===== config.mk =====
export PLATFORM = sky130hd
export DESIGN_NAME = spi_frame_ctrl
export DESIGN_NICKNAME = d
export VERILOG_FILES = /design/src/rtl/zx_spi_pkg.sv /design/src/rtl/spi_in_sync.sv /design/src/rtl/spi_frame_ctrl.sv
export SDC_FILE = /design/constraint.sdc
export NUM_CORES = 1
export LEC_CHECK = 0
export ABC_AREA = 0
export CAP_MARGIN = 20
export CORE_MARGIN = 4
export CORE_UTILIZATION = 50
export CTS_BUF_LIST = sky130_fd_sc_hd__clkbuf_4 sky130_fd_sc_hd__clkbuf_8
export DETAILED_ROUTE_END_ITERATION = 10
export GPL_TIMING_DRIVEN = 0
export PLACE_DENSITY = 0.78
export SLEW_MARGIN = 20
export SYNTH_ARGS = -nofsm -noshare
export SYNTH_HDL_FRONTEND = slang
export SYNTH_HIERARCHICAL = 1
export SYNTH_SLANG_ARGS = --single-unit

===== constraint.sdc =====
create_clock -name CLK14M -period 3.1 [get_ports CLK14M]
set_clock_uncertainty 0.2 [all_clocks]
set_input_delay 0.31 -clock CLK14M [delete_from_list [all_inputs] [get_ports CLK14M]]
set_output_delay 0.31 -clock CLK14M [all_outputs]
set_load 0.01 [all_outputs]

===== src/rtl/zx_spi_pkg.sv =====
// Shared definitions for the SPI2 control link into the ZX expander shadow
// registers: target address codes, frame lengths, FSM encoding and the bit
// layout of the config shadow.
package zx_spi_pkg;

  // SPI_A target codes
  localparam logic [1:0] SPI_ADR_CONFIG = 2'b00;
  localparam logic [1:0] SPI_ADR_MOUSE  = 2'b01;
  localparam logic [1:0] SPI_ADR_KMPST  = 2'b10;
  localparam logic [1:0] SPI_ADR_KBD    = 2'b11;

  // Exact frame lengths in bits
  localparam logic [5:0] LEN_CFG   = 6'd8;
  localparam logic [5:0] LEN_MOUSE = 6'd24;
  localparam logic [5:0] LEN_KMP   = 6'd8;
  localparam logic [5:0] LEN_KBD   = 6'd40;

  // Config shadow bit positions
  localparam int CFG_MOUSE     = 0;
  localparam int CFG_KBD       = 1;
  localparam int CFG_KMPSTN    = 2;
  localparam int CFG_FDD_SWAP  = 3;
  localparam int CFG_128K_LOCK = 4;
  localparam int CFG_PSG_A15   = 5;
  localparam int CFG_OUT_1     = 6;
  localparam int CFG_WAIT      = 7;

  typedef enum logic [1:0] {
    ST_IDLE  = 2'd0,
    ST_SHIFT = 2'd1,
    ST_HOLD  = 2'd2,
    ST_ABORT = 2'd3
  } spi_state_e;

  function automatic logic [5:0] frame_len(input logic [1:0] adr);
    case (adr)
      SPI_ADR_CONFIG: frame_len = LEN_CFG;
      SPI_ADR_MOUSE:  frame_len = LEN_MOUSE;
      SPI_ADR_KMPST:  frame_len = LEN_KMP;
      default:        frame_len = LEN_KBD;
    endcase
  endfunction

endpackage


===== src/rtl/spi_in_sync.sv =====
// Synchroniser chain for W asynchronous bits with optional rise/fall
// detection on the synchronised value.
// Ports:
//   clk_i, rst_i    : clock, synchronous active-high reset
//   d_i   [W]       : asynchronous input
//   q_o   [W]       : synchronised value (last chain stage)
//   rise_o/fall_o   : one-cycle edge strobes (tied 0 when EDGE == 0)
module spi_in_sync #(
  parameter int   STAGES  = 2,
  parameter int   W       = 1,
  parameter bit   EDGE    = 1'b1,
  parameter logic RST_VAL = 1'b0
) (
  input  logic         clk_i,
  input  logic         rst_i,
  input  logic [W-1:0] d_i,
  output logic [W-1:0] q_o,
  output logic [W-1:0] rise_o,
  output logic [W-1:0] fall_o
);

  logic [STAGES-1:0][W-1:0] chain_q;

  always_ff @(posedge clk_i) begin
    if (rst_i) chain_q <= {(STAGES*W){RST_VAL}};
    else       chain_q <= {chain_q[STAGES-2:0], d_i};
  end

  assign q_o = chain_q[STAGES-1];

  generate
    if (EDGE) begin : g_edge
      logic [W-1:0] prev_q;
      always_ff @(posedge clk_i) begin
        if (rst_i) prev_q <= {W{RST_VAL}};
        else       prev_q <= q_o;
      end
      assign rise_o = q_o & ~prev_q;
      assign fall_o = ~q_o & prev_q;
    end else begin : g_no_edge
      assign rise_o = '0;
      assign fall_o = '0;
    end
  endgenerate

endmodule


===== src/rtl/spi_frame_ctrl.sv =====
// SPI2 frame sequencer: synchronises the SPI link, shifts one frame per
// NSS-low window, checks its exact length and commits it atomically to the
// addressed shadow register once the Z80 is not mid-read.
// Ports:
//   CLK14M, RST                 : clock, synchronous active-high reset
//   SPI_SCK/NSS/MOSI, SPI_A[2]  : asynchronous SPI link + target select
//   BUS_BUSY                    : Z80 read of a shadow-backed port in flight
//   CFG_Q/MOUSE_Q/KMP_Q/KBD_Q   : shadow registers
//   UPD[4]                      : one-hot commit strobe
//   FRAME_ERR, ERR_CNT          : reject pulse and its saturating count
module spi_frame_ctrl
  import zx_spi_pkg::*;
#(
  parameter int SYNC_STAGES = 2,
  parameter int TIMEOUT     = 4095,
  parameter int ERR_W       = 8
) (
  input  logic             CLK14M,
  input  logic             RST,
  input  logic             SPI_SCK,
  input  logic             SPI_NSS,
  input  logic             SPI_MOSI,
  input  logic [1:0]       SPI_A,
  input  logic             BUS_BUSY,
  output logic [7:0]       CFG_Q,
  output logic [23:0]      MOUSE_Q,
  output logic [7:0]       KMP_Q,
  output logic [39:0]      KBD_Q,
  output logic [3:0]       UPD,
  output logic             FRAME_ERR,
  output logic [ERR_W-1:0] ERR_CNT
);

  localparam int TO_W = $clog2(TIMEOUT + 1);

  // ---------------- input synchronisers ----------------
  logic       sck_s, sck_rise, sck_fall_unused;
  logic       nss_s, nss_rise, nss_fall;
  logic       mosi_s, mosi_rise_unused, mosi_fall_unused;
  logic [1:0] a_s, a_rise_unused, a_fall_unused;

  spi_in_sync #(.STAGES(SYNC_STAGES), .W(1), .EDGE(1'b1)) u_sync_sck (
    .clk_i(CLK14M), .rst_i(RST), .d_i(SPI_SCK),
    .q_o(sck_s), .rise_o(sck_rise), .fall_o(sck_fall_unused)
  );

  // Resets low so a frame already in progress at reset release is never
  // seen as a falling edge.
  spi_in_sync #(.STAGES(SYNC_STAGES), .W(1), .EDGE(1'b1)) u_sync_nss (
    .clk_i(CLK14M), .rst_i(RST), .d_i(SPI_NSS),
    .q_o(nss_s), .rise_o(nss_rise), .fall_o(nss_fall)
  );

  spi_in_sync #(.STAGES(SYNC_STAGES), .W(1), .EDGE(1'b0)) u_sync_mosi (
    .clk_i(CLK14M), .rst_i(RST), .d_i(SPI_MOSI),
    .q_o(mosi_s), .rise_o(mosi_rise_unused), .fall_o(mosi_fall_unused)
  );

  spi_in_sync #(.STAGES(SYNC_STAGES), .W(2), .EDGE(1'b0)) u_sync_a (
    .clk_i(CLK14M), .rst_i(RST), .d_i(SPI_A),
    .q_o(a_s), .rise_o(a_rise_unused), .fall_o(a_fall_unused)
  );

  // ---------------- state ----------------
  spi_state_e       state_q, state_d;
  logic [1:0]       addr_q, addr_d;
  logic [39:0]      shift_q, shift_d;
  logic [5:0]       cnt_q, cnt_d;
  logic [TO_W-1:0]  to_q, to_d;
  logic             drop_q, drop_d;   // a frame started while in HOLD
  logic [7:0]       cfg_q, cfg_d;
  logic [23:0]      mouse_q, mouse_d;
  logic [7:0]       kmp_q, kmp_d;
  logic [39:0]      kbd_q, kbd_d;
  logic [3:0]       upd_q, upd_d;
  logic             ferr_q, ferr_d;
  logic [ERR_W-1:0] err_cnt_q, err_cnt_d;

  logic             bit_in;
  logic [5:0]       cnt_inc;

  // Keyboard frames are sent active-low on the wire.
  assign bit_in  = (addr_q == SPI_ADR_KBD) ? ~mosi_s : mosi_s;
  assign cnt_inc = (cnt_q == 6'd63) ? cnt_q : cnt_q + 6'd1;

  always_comb begin
    state_d = state_q;
    addr_d  = addr_q;
    shift_d = shift_q;
    cnt_d   = cnt_q;
    to_d    = to_q;
    drop_d  = drop_q;
    cfg_d   = cfg_q;
    mouse_d = mouse_q;
    kmp_d   = kmp_q;
    kbd_d   = kbd_q;
    upd_d   = '0;
    ferr_d  = 1'b0;

    case (state_q)
      ST_IDLE: begin
        if (nss_fall) begin
          addr_d  = a_s;
          shift_d = '0;
          cnt_d   = '0;
          to_d    = '0;
          drop_d  = 1'b0;
          state_d = ST_SHIFT;
        end
      end

      ST_SHIFT: begin
        if (sck_rise) begin
          shift_d = {shift_q[38:0], bit_in};
          cnt_d   = cnt_inc;
          to_d    = '0;
        end else begin
          to_d = to_q + 1'b1;
        end
        // Length check uses cnt_d so a final SCK coincident with NSS rise
        // is counted.
        if (nss_rise) begin
          if (cnt_d == frame_len(addr_q)) begin
            state_d = ST_HOLD;
          end else begin
            ferr_d  = 1'b1;
            state_d = ST_IDLE;
          end
        end else if (!sck_rise && to_q == TO_W'(TIMEOUT - 1)) begin
          ferr_d  = 1'b1;
          state_d = ST_ABORT;
        end
      end

      ST_HOLD: begin
        if (nss_fall) begin
          ferr_d = 1'b1;
          drop_d = 1'b1;
        end
        if (!BUS_BUSY) begin
          case (addr_q)
            SPI_ADR_CONFIG: cfg_d   = shift_q[7:0];
            SPI_ADR_MOUSE:  mouse_d = shift_q[23:0];
            SPI_ADR_KMPST:  kmp_d   = shift_q[7:0];
            default:        kbd_d   = shift_q;
          endcase
          upd_d[addr_q] = 1'b1;
          state_d = (drop_q || nss_fall) ? ST_ABORT : ST_IDLE;
        end
      end

      ST_ABORT: begin
        if (nss_s) state_d = ST_IDLE;
      end

      default: state_d = ST_IDLE;
    endcase

    err_cnt_d = err_cnt_q;
    if (ferr_d && (err_cnt_q != {ERR_W{1'b1}})) err_cnt_d = err_cnt_q + 1'b1;
  end

  always_ff @(posedge CLK14M) begin
    if (RST) begin
      state_q   <= ST_IDLE;
      addr_q    <= '0;
      shift_q   <= '0;
      cnt_q     <= '0;
      to_q      <= '0;
      drop_q    <= 1'b0;
      cfg_q     <= '0;
      mouse_q   <= '0;
      kmp_q     <= '0;
      kbd_q     <= '0;
      upd_q     <= '0;
      ferr_q    <= 1'b0;
      err_cnt_q <= '0;
    end else begin
      state_q   <= state_d;
      addr_q    <= addr_d;
      shift_q   <= shift_d;
      cnt_q     <= cnt_d;
      to_q      <= to_d;
      drop_q    <= drop_d;
      cfg_q     <= cfg_d;
      mouse_q   <= mouse_d;
      kmp_q     <= kmp_d;
      kbd_q     <= kbd_d;
      upd_q     <= upd_d;
      ferr_q    <= ferr_d;
      err_cnt_q <= err_cnt_d;
    end
  end

  assign CFG_Q     = cfg_q;
  assign MOUSE_Q   = mouse_q;
  assign KMP_Q     = kmp_q;
  assign KBD_Q     = kbd_q;
  assign UPD       = upd_q;
  assign FRAME_ERR = ferr_q;
  assign ERR_CNT   = err_cnt_q;

endmodule

==> metrics.log, run 1 <==
INFO  metric run_status = completed
INFO  metric grt_max_degree = 17
INFO  metric rsz0062_at_grt = false
INFO  metric synth.net_count = 760
INFO  metric critical_path.max_fanout = 8
INFO  metric fp.dieW = 121 um
INFO  metric critical-path-max-stage-delay = 0.44 ns
INFO  metric nets = 880
INFO  metric hold_violations_final = 0
INFO  metric root_buffer = clkbuf_8
INFO  metric wire_per_inst = 15.5 um
INFO  metric drt_pre_antenna_iters = 4
INFO  metric route.met3.wl = 811 um
INFO  metric synthesis.instances = 744
INFO  metric drt-total-wl = 16100 um
INFO  metric antennaDiodeCount = 0
INFO  metric count_of_input_and_output_buffers = 100
INFO  metric critical_path.n_buffers_inverters = 0
INFO  metric worst-endpoint-required = 3.25 ns
INFO  metric vias = 5594
INFO  metric post-place-cells = 1012
INFO  metric drt-met1-wl = 7490 um
INFO  metric worst_hold_path_type = input port to flip-flop
INFO  metric synth_area = 6340 um2
INFO  metric internal_power = 2.96 mW
INFO  metric final_non_filler_cells = 1040
INFO  metric drcViolationCount = 0
INFO  metric critical-path-slowest-cell = dfxtp_1
INFO  metric syn-mean-instance-area = 8.52 um2
INFO  metric critical_path.startpoint_type = flip-flop
INFO  metric h-tree-depth = 4
INFO  metric drv_cap = 0
INFO  metric comb_power_share = 0.046
INFO  metric timing.critical_path.arrival = 3.14 ns
INFO  metric route.detailed.vias_per_inst = 5.38
INFO  metric place_congestion = 0.888
INFO  metric layout-area-overhead-vs-synth = 25.5%
INFO  metric drive_above_1_share = 0.0516
INFO  metric fin_hold_ws = 0.208 ns
INFO  metric clock_insertion_delay_worst_skew = 0.46 ns
INFO  metric boundaryPins = 101
INFO  metric worst-setup-path-type = flip-flop to flip-flop
INFO  metric power_frac_clock = 0.389
INFO  metric cts_inserted_buffers = 17
INFO  metric max_slew.worst_pin.slew = 0.918 ns
INFO  metric final.min_clock_period = 3.00 ns
INFO  metric power.static_leakage = 2.67 nW
INFO  metric detail-route-antenna-nets = 0
INFO  metric grt.overflow.total = 0
INFO  metric rows = 40
INFO  metric slew_violations = 0
INFO  metric sequentialPowerShare = 0.565
INFO  metric met2RoutedLength = 7400 um
INFO  metric highest-signal-layer = met4
INFO  metric maxClockFrequency = 0.334 GHz
INFO  metric drt_iter0_drc = 388
INFO  metric max-clock-path-buffers = 2
INFO  metric half_perimeter_wire_length_of_the_detailed_placement_result = 11400 um
INFO  metric die_h = 121 um
INFO  metric pwr_density_cell = 484 nW/um2
INFO  metric vias_in_the_first_global_route = 5482
INFO  metric ys.warnings.count = 6
INFO  metric core-area = 12200 um2
INFO  metric crit_path_cells = ha_2 > nand4_1 > o31a_1 > a221o_1 > a2111oi_4 > a21oi_2 > and4_4 > mux2_4
INFO  metric start_util = 0.519
INFO  metric timing.critical_path.to_type = flip-flop
INFO  metric grt_pass1_wl = 26500 um
INFO  metric switchingPower = 888 uW
INFO  metric clk_pin_slew_worst_paths = 0.08 ns
INFO  metric timing.max_slew.rel_slack = 0.383
INFO  metric die-area = 14500 um2
INFO  metric grt_antenna_before_repair = 0
INFO  metric gr-usage-all-layers = 0.226
INFO  metric switching_power_share_of_the_total = 0.231
INFO  metric crit_family = compound AO/OA/AOI/OAI gates
INFO  metric cts.sinks = 168
INFO  metric report.final.setup_viol = 0
INFO  metric clock_tree_from_tritoncts = yes
INFO  metric layout.core_utilization = 0.651
INFO  metric share_of_the_cycle_needed_by_the_critical_path_after_routing = 0.967
INFO  metric worst_ir_drop_vdd = 0.302 mV
## power groups by stage
stage / Combinational [mW] / Sequential, mW / Clock [mW]
global placement: 0.165 / 2.22 / 0
floorplan: 0.116 / 2.22 / 0
detailed placement: 0.171 / 2.22 / 0
finish: 0.179 / 2.17 / 1.50
CTS: 0.172 / 2.17 / 1.53
global route: 0.197 / 2.18 / 1.61
## worst paths after layout
| kind | startpoint | endpoint | slack [ns] | cells past startpoint |
|---|---|---|---|---|
| hold reg to reg | u_sync_nss/chain_q[0]$_SDFF_PP0_ | u_sync_nss/q_o$_SDFF_PP0_ | 0.24 | 1 |
| setup / recovery | cnt_q[1]$_SDFFE_PP0P_ | ERR_CNT[7]$_SDFFE_PP0P_ | 0.10 | 8 |
| hold / removal | SPI_A[0] | u_sync_a/chain_q[0]$_SDFF_PP0_ | 0.21 | 2 |
| setup reg to reg | cnt_q[1]$_SDFFE_PP0P_ | ERR_CNT[7]$_SDFFE_PP0P_ | 0.10 | 8 |
## placed cells by master (no fill, tap or decap), types with 2 or more instances in the layout
cell type        instances
and4_1                   2
clkinv_4                 2
a22oi_1                  2
nor2b_1                 19
nand2_1                193
mux2i_1                  3
clkdlybuf4s50_1        100
nand4_1                  8
clkbuf_8                19
a311oi_1                 3
dfxtp_1                167
mux2_1                   2
nand4b_1                 2
buf_2                    3
clkbuf_1                44
nand2b_1                 5
xnor2_1                  4
xor2_1                   7
o21a_1                   2
o21ai_0                  8
a21oi_1                103
and3_1                   4
nor2_1                  46
a31oi_1                  4
a211oi_1                10
nor3_1                   4
bufinv_16                2
nand3_1                 23
and2_1                   3
buf_4                    3
ha_1                     7
inv_1                   10
a22o_1                  30
## state kept, by name, indices dropped and copies added, names as in the netlist, 2 cells and up
| signal | flops |
|---|---|
| CFG_Q | 8 |
| addr_q | 2 |
| UPD | 4 |
| cnt_q | 6 |
| ERR_CNT | 8 |
| KMP_Q | 8 |
| u_sync_a/chain_q | 2 |
| to_q | 12 |
| MOUSE_Q | 24 |
| KBD_Q | 40 |
| state_q | 2 |
| shift_q | 40 |
| u_sync_a/q_o | 2 |
## worst reg2reg max path, cell delays in order, from the launching register on
cell and delay [ns]:
dfxtp_1 0.44, ha_2 0.30, nand4_1 0.17, o31a_1 0.27, a221o_1 0.38, a2111oi_4 0.44, a21oi_2 0.18, and4_4 0.22
mux2_4 0.28
## per-layer routing
metal / global-route usage / vias up
li1: - / 2755
met3: 0.0500 / 33
met1: 0.295 / 2643
met4: 0.0963 / 0
met5: 0 / -
met2: 0.363 / 163
## per-stage QoR
stage / setup WS (ns) / cell area (um2) / TNS [ns] / power [mW]
2_1_floorplan: 0.216 / 6340 / 0 / 2.34
3_3_place_gp: -0.121 / 7550 / -0.267 / 2.39
3_5_place_dp: -0.141 / 7550 / -0.292 / 2.40
4_1_cts: 0.0141 / 7930 / 0 / 3.87
5_1_grt: 0.0122 / 7950 / 0 / 3.98
6_report: 0.104 / 7950 / 0 / 3.85
## what timing repair did
action,CTS,global route
pin swaps,1,1
hold endpoints to repair,0,0
setup buffers,1,0
hold buffers,0,0
endpoints found under the setup margin,4,11
resized for setup,4,4
## layout make-up
class / instances / area [um2]
buffer: 50 / 199
clock buffer: 20 / 269
clock inverter: 7 / 98.8
fill: 1070 / 4260
inverter: 10 / 37.5
multi-input combinational: 516 / 2770
sequential: 168 / 3360
tap: 168 / 210
timing repair buffer: 101 / 1010
Note: power is estimated with default switching activity, not from simulation.
==> run 2, diff against run 1 <==
--- a/config.mk
+++ b/config.mk
@@ -13,6 +13,7 @@
 export DETAILED_ROUTE_END_ITERATION = 10
 export GPL_TIMING_DRIVEN = 0
 export PLACE_DENSITY = 0.78
+export REMOVE_ABC_BUFFERS = 1
 export SLEW_MARGIN = 20
 export SYNTH_ARGS = -nofsm -noshare
 export SYNTH_HDL_FRONTEND = slang
==> constraint.sdc (replaced) <==
create_clock -name CLK14M -period 3.1 [get_ports CLK14M]
set_clock_uncertainty 0.2 [all_clocks]
set_input_delay 0.31 -clock CLK14M [delete_from_list [all_inputs] [get_ports CLK14M]]
set_output_delay 0.31 -clock CLK14M [all_outputs]
set_load 0.05 [all_outputs]
==> run 2 against run 1 <==
Net effect:
- die area stayed put
- worst hold slack worse by 0.0094 ns
- non-clock buffer count is 41 lower
- maximum frequency is 0.50% higher
- highest routed layer unchanged
==> metrics.log, run 2 (synthesized netlist as in run 1, its figures left out) <==
INFO  metric die_h = 121 um (unchanged)
INFO  metric timing.critical_path.arrival = 3.13 ns (about the same)
INFO  metric pwr_density_cell = 513 nW/um2 (+5.9%)
INFO  metric rows = 40 (unchanged)
INFO  metric report.final.setup_viol = 0 (unchanged)
INFO  metric worst-setup-path-type = flip-flop to flip-flop
INFO  metric crit_family = simple AND/OR/NAND/NOR gates
INFO  metric dpl_cell_area = 7460 um2 (-1.1%)
INFO  metric sequentialPowerShare = 0.530 (-0.035)
INFO  metric clock_tree_from_tritoncts = yes
INFO  metric critical_path.n_buffers_inverters = 0 (unchanged)
INFO  metric internal_power = 3.19 mW (+7.7%)
INFO  metric layout_fillers = 1067 (-0.28%)
INFO  metric post_route_design_area = 8000 um2 (+0.60%)
INFO  metric power.static_leakage = 2.69 nW (+0.91%)
INFO  metric final_non_filler_cells = 1004 (-3.5%)
INFO  metric max-clock-path-buffers = 2 (unchanged)
INFO  metric finalSetupTns = 0 ns (unchanged)
INFO  metric mostFrequentLayoutCells = 193 x nand2_1, 163 x dfxtp_1, 102 x a21oi_1, 99 x clkdlybuf4s50_1, 44 x nor2_1
INFO  metric grt_max_degree = 93 (+76)
INFO  metric nets = 839 (-4.7%)
INFO  metric h-tree-depth = 4 (unchanged)
INFO  metric post-place-cells = 967 (-4.4%)
INFO  metric fin_total_pwr = 4.10 mW (+6.5%)
INFO  metric critical-path-max-stage-delay = 0.53 ns (+0.09 ns)
INFO  metric clk_pin_slew_worst_paths = 0.08 ns (about the same)
INFO  metric detail-route-antenna-nets = 0 (unchanged)
INFO  metric die-area = 14500 um2 (unchanged)
INFO  metric drt_iter0_drc = 453 (+17%)
INFO  metric start_util = 0.519 (unchanged)
INFO  metric slew_violations = 0 (unchanged)
INFO  metric maxClockFrequency = 0.335 GHz (+0.50%)
INFO  metric count_of_input_and_output_buffers = 100 (unchanged)
INFO  metric timing.max_slew.rel_slack = 0.315 (-0.0681)
INFO  metric worst-endpoint-required = 3.25 ns (about the same)
INFO  metric comb_power_share = 0.042 (-0.004)
INFO  metric worst_hold_path_type = input port to flip-flop
INFO  metric route.detailed.vias_per_inst = 5.47 (+1.8%)
INFO  metric crit_path_cells = nor2b_4 > nand3_2 > or4b_4 > a221o_1 > a2111oi_4 > a21oi_2 > and4_4 > mux2_4
INFO  metric final.min_clock_period = 2.98 ns (-0.0149 ns)
INFO  metric run_status = completed
INFO  metric clock_insertion_delay_worst_skew = 0.46 ns (about the same)
INFO  metric layout-area-overhead-vs-synth = 26.3%
INFO  metric share_of_the_cycle_needed_by_the_critical_path_after_routing = 0.962 (-0.00480)
INFO  metric rsz0062_at_grt = false
INFO  metric half_perimeter_wire_length_of_the_detailed_placement_result = 9970 um (-12%)
INFO  metric drcViolationCount = 0 (unchanged)
INFO  metric cts.sinks = 168 (unchanged)
INFO  metric critical_path.startpoint_type = flip-flop
INFO  metric grt_antenna_before_repair = 0 (unchanged)
INFO  metric grt.overflow.total = 0 (unchanged)
INFO  metric root_buffer = clkbuf_8
INFO  metric core-area = 12200 um2 (unchanged)
INFO  metric drv_cap = 0 (unchanged)
INFO  metric vias = 5495 (-1.8%)
INFO  metric power_frac_clock = 0.428 (+0.039)
INFO  metric wire_per_inst = 14.9 um (-3.6%)
INFO  metric switchingPower = 909 uW (+2.3%)
INFO  metric fp.dieW = 121 um (unchanged)
INFO  metric grt_pass1_wl = 24700 um (-6.5%)
INFO  metric vias_in_the_first_global_route = 5202 (-5.1%)
INFO  metric antennaDiodeCount = 0 (unchanged)
INFO  metric place_congestion = 0.815 (-8.2%)
INFO  metric critical_path.max_fanout = 5 (-3)
INFO  metric drive_above_1_share = 0.0766 (+0.0249)
INFO  metric cts_inserted_buffers = 17 (unchanged)
INFO  metric drt-total-wl = 15000 um (-6.9%)
INFO  metric boundaryPins = 101 (unchanged)
INFO  metric drt_pre_antenna_iters = 5 (+1)
INFO  metric worst_ir_drop_vdd = 0.322 mV (+6.6%)
INFO  metric hold_violations_final = 0 (unchanged)
INFO  metric gr-usage-all-layers = 0.211 (-0.0157)
INFO  metric timing.critical_path.to_type = flip-flop
INFO  metric max_slew.worst_pin.slew = 1.02 ns (+0.101 ns)
INFO  metric final_common_cell = nand2_1
INFO  metric switching_power_share_of_the_total = 0.222 (-0.00901)
INFO  metric critical-path-slowest-cell = or4b_4
-- run 2: cell count changes in the layout (fill, tap and decap cells not counted), moves of 2 or more --
cell       previous run  this run
buf_12                0         2
clkbuf_1             44         0
buf_4                 3         5
buf_2                 3         0
dfxtp_2               1         5
dfxtp_1             167       163
nor2_4                0         2
bufinv_16             2         4
nor2_1               46        44
buf_6                 0         2
clkbuf_8             19        21
-- run 2: per-stage QoR --
stage	setup WS, ns	utilization	hold WS [ns]
floorplan	-0.0556	-	0.179
global placement	-4.41	0.602	0.219
detailed placement	-0.532	0.611	0.225
CTS	0.0592	0.653	0.167
global route	0.0259	0.655	0.168
finish	0.119	0.655	0.198
-- run 2: layer usage --
metal | global-route usage | share of wire | vias to the layer above
li1 | - | - | 2689
met1 | 0.261 | 0.43 | 2593
met3 | 0.0552 | 0.062 | 35
met2 | 0.343 | 0.48 | 178
met4 | 0.0992 | 0.022 | 0
met5 | 0 | 0 | -
-- run 2: power by group through the flow --
stage | sequential (mW) | combinational, mW | clock [mW]
after floorplan | 2.22 | 0.0876 | 0
after global placement | 2.22 | 0.149 | 0
after detailed placement | 2.22 | 0.162 | 0
after CTS | 2.17 | 0.169 | 1.79
after global routing | 2.18 | 0.190 | 1.88
final | 2.17 | 0.172 | 1.75
-- run 2: cell type report --
| type | count | area, um2 | share of cell area |
|---|---|---|---|
| clock buffers | 22 | 297 | 0.0371 |
| multi-input cells | 516 | 2790 | 0.349 |
| clock inverters | 10 | 164 | 0.0205 |
| flip-flops and latches | 168 | 3370 | 0.421 |
| well taps | 168 | 210 | 0.0263 |
| inverters | 10 | 37.5 | 0.00469 |
| repair buffers | 110 | 1130 | 0.141 |
-- run 2: worst paths after layout --
kind                                                      from                               end  slack (ns)  cells past startpoint
worst max-delay path                 u_sync_sck/q_o$_SDFF_PP0_           ERR_CNT[7]$_SDFFE_PP0P_        0.12                      8
worst min-delay path                                   SPI_NSS  u_sync_nss/chain_q[0]$_SDFF_PP0_        0.20                      2
worst max register to register       u_sync_sck/q_o$_SDFF_PP0_           ERR_CNT[7]$_SDFFE_PP0P_        0.12                      8
worst min register to register  u_sync_a/chain_q[0]$_SDFF_PP0_        u_sync_a/q_o[0]$_SDFF_PP0_        0.24                      1
-- run 2: timing repair --
action	in CTS	in global routing
setup endpoints to repair	46	39
endpoints found under the hold margin	7	0
resized for setup	5	8
pin swaps	1	0
hold buffers	1	0
setup buffers	4	0
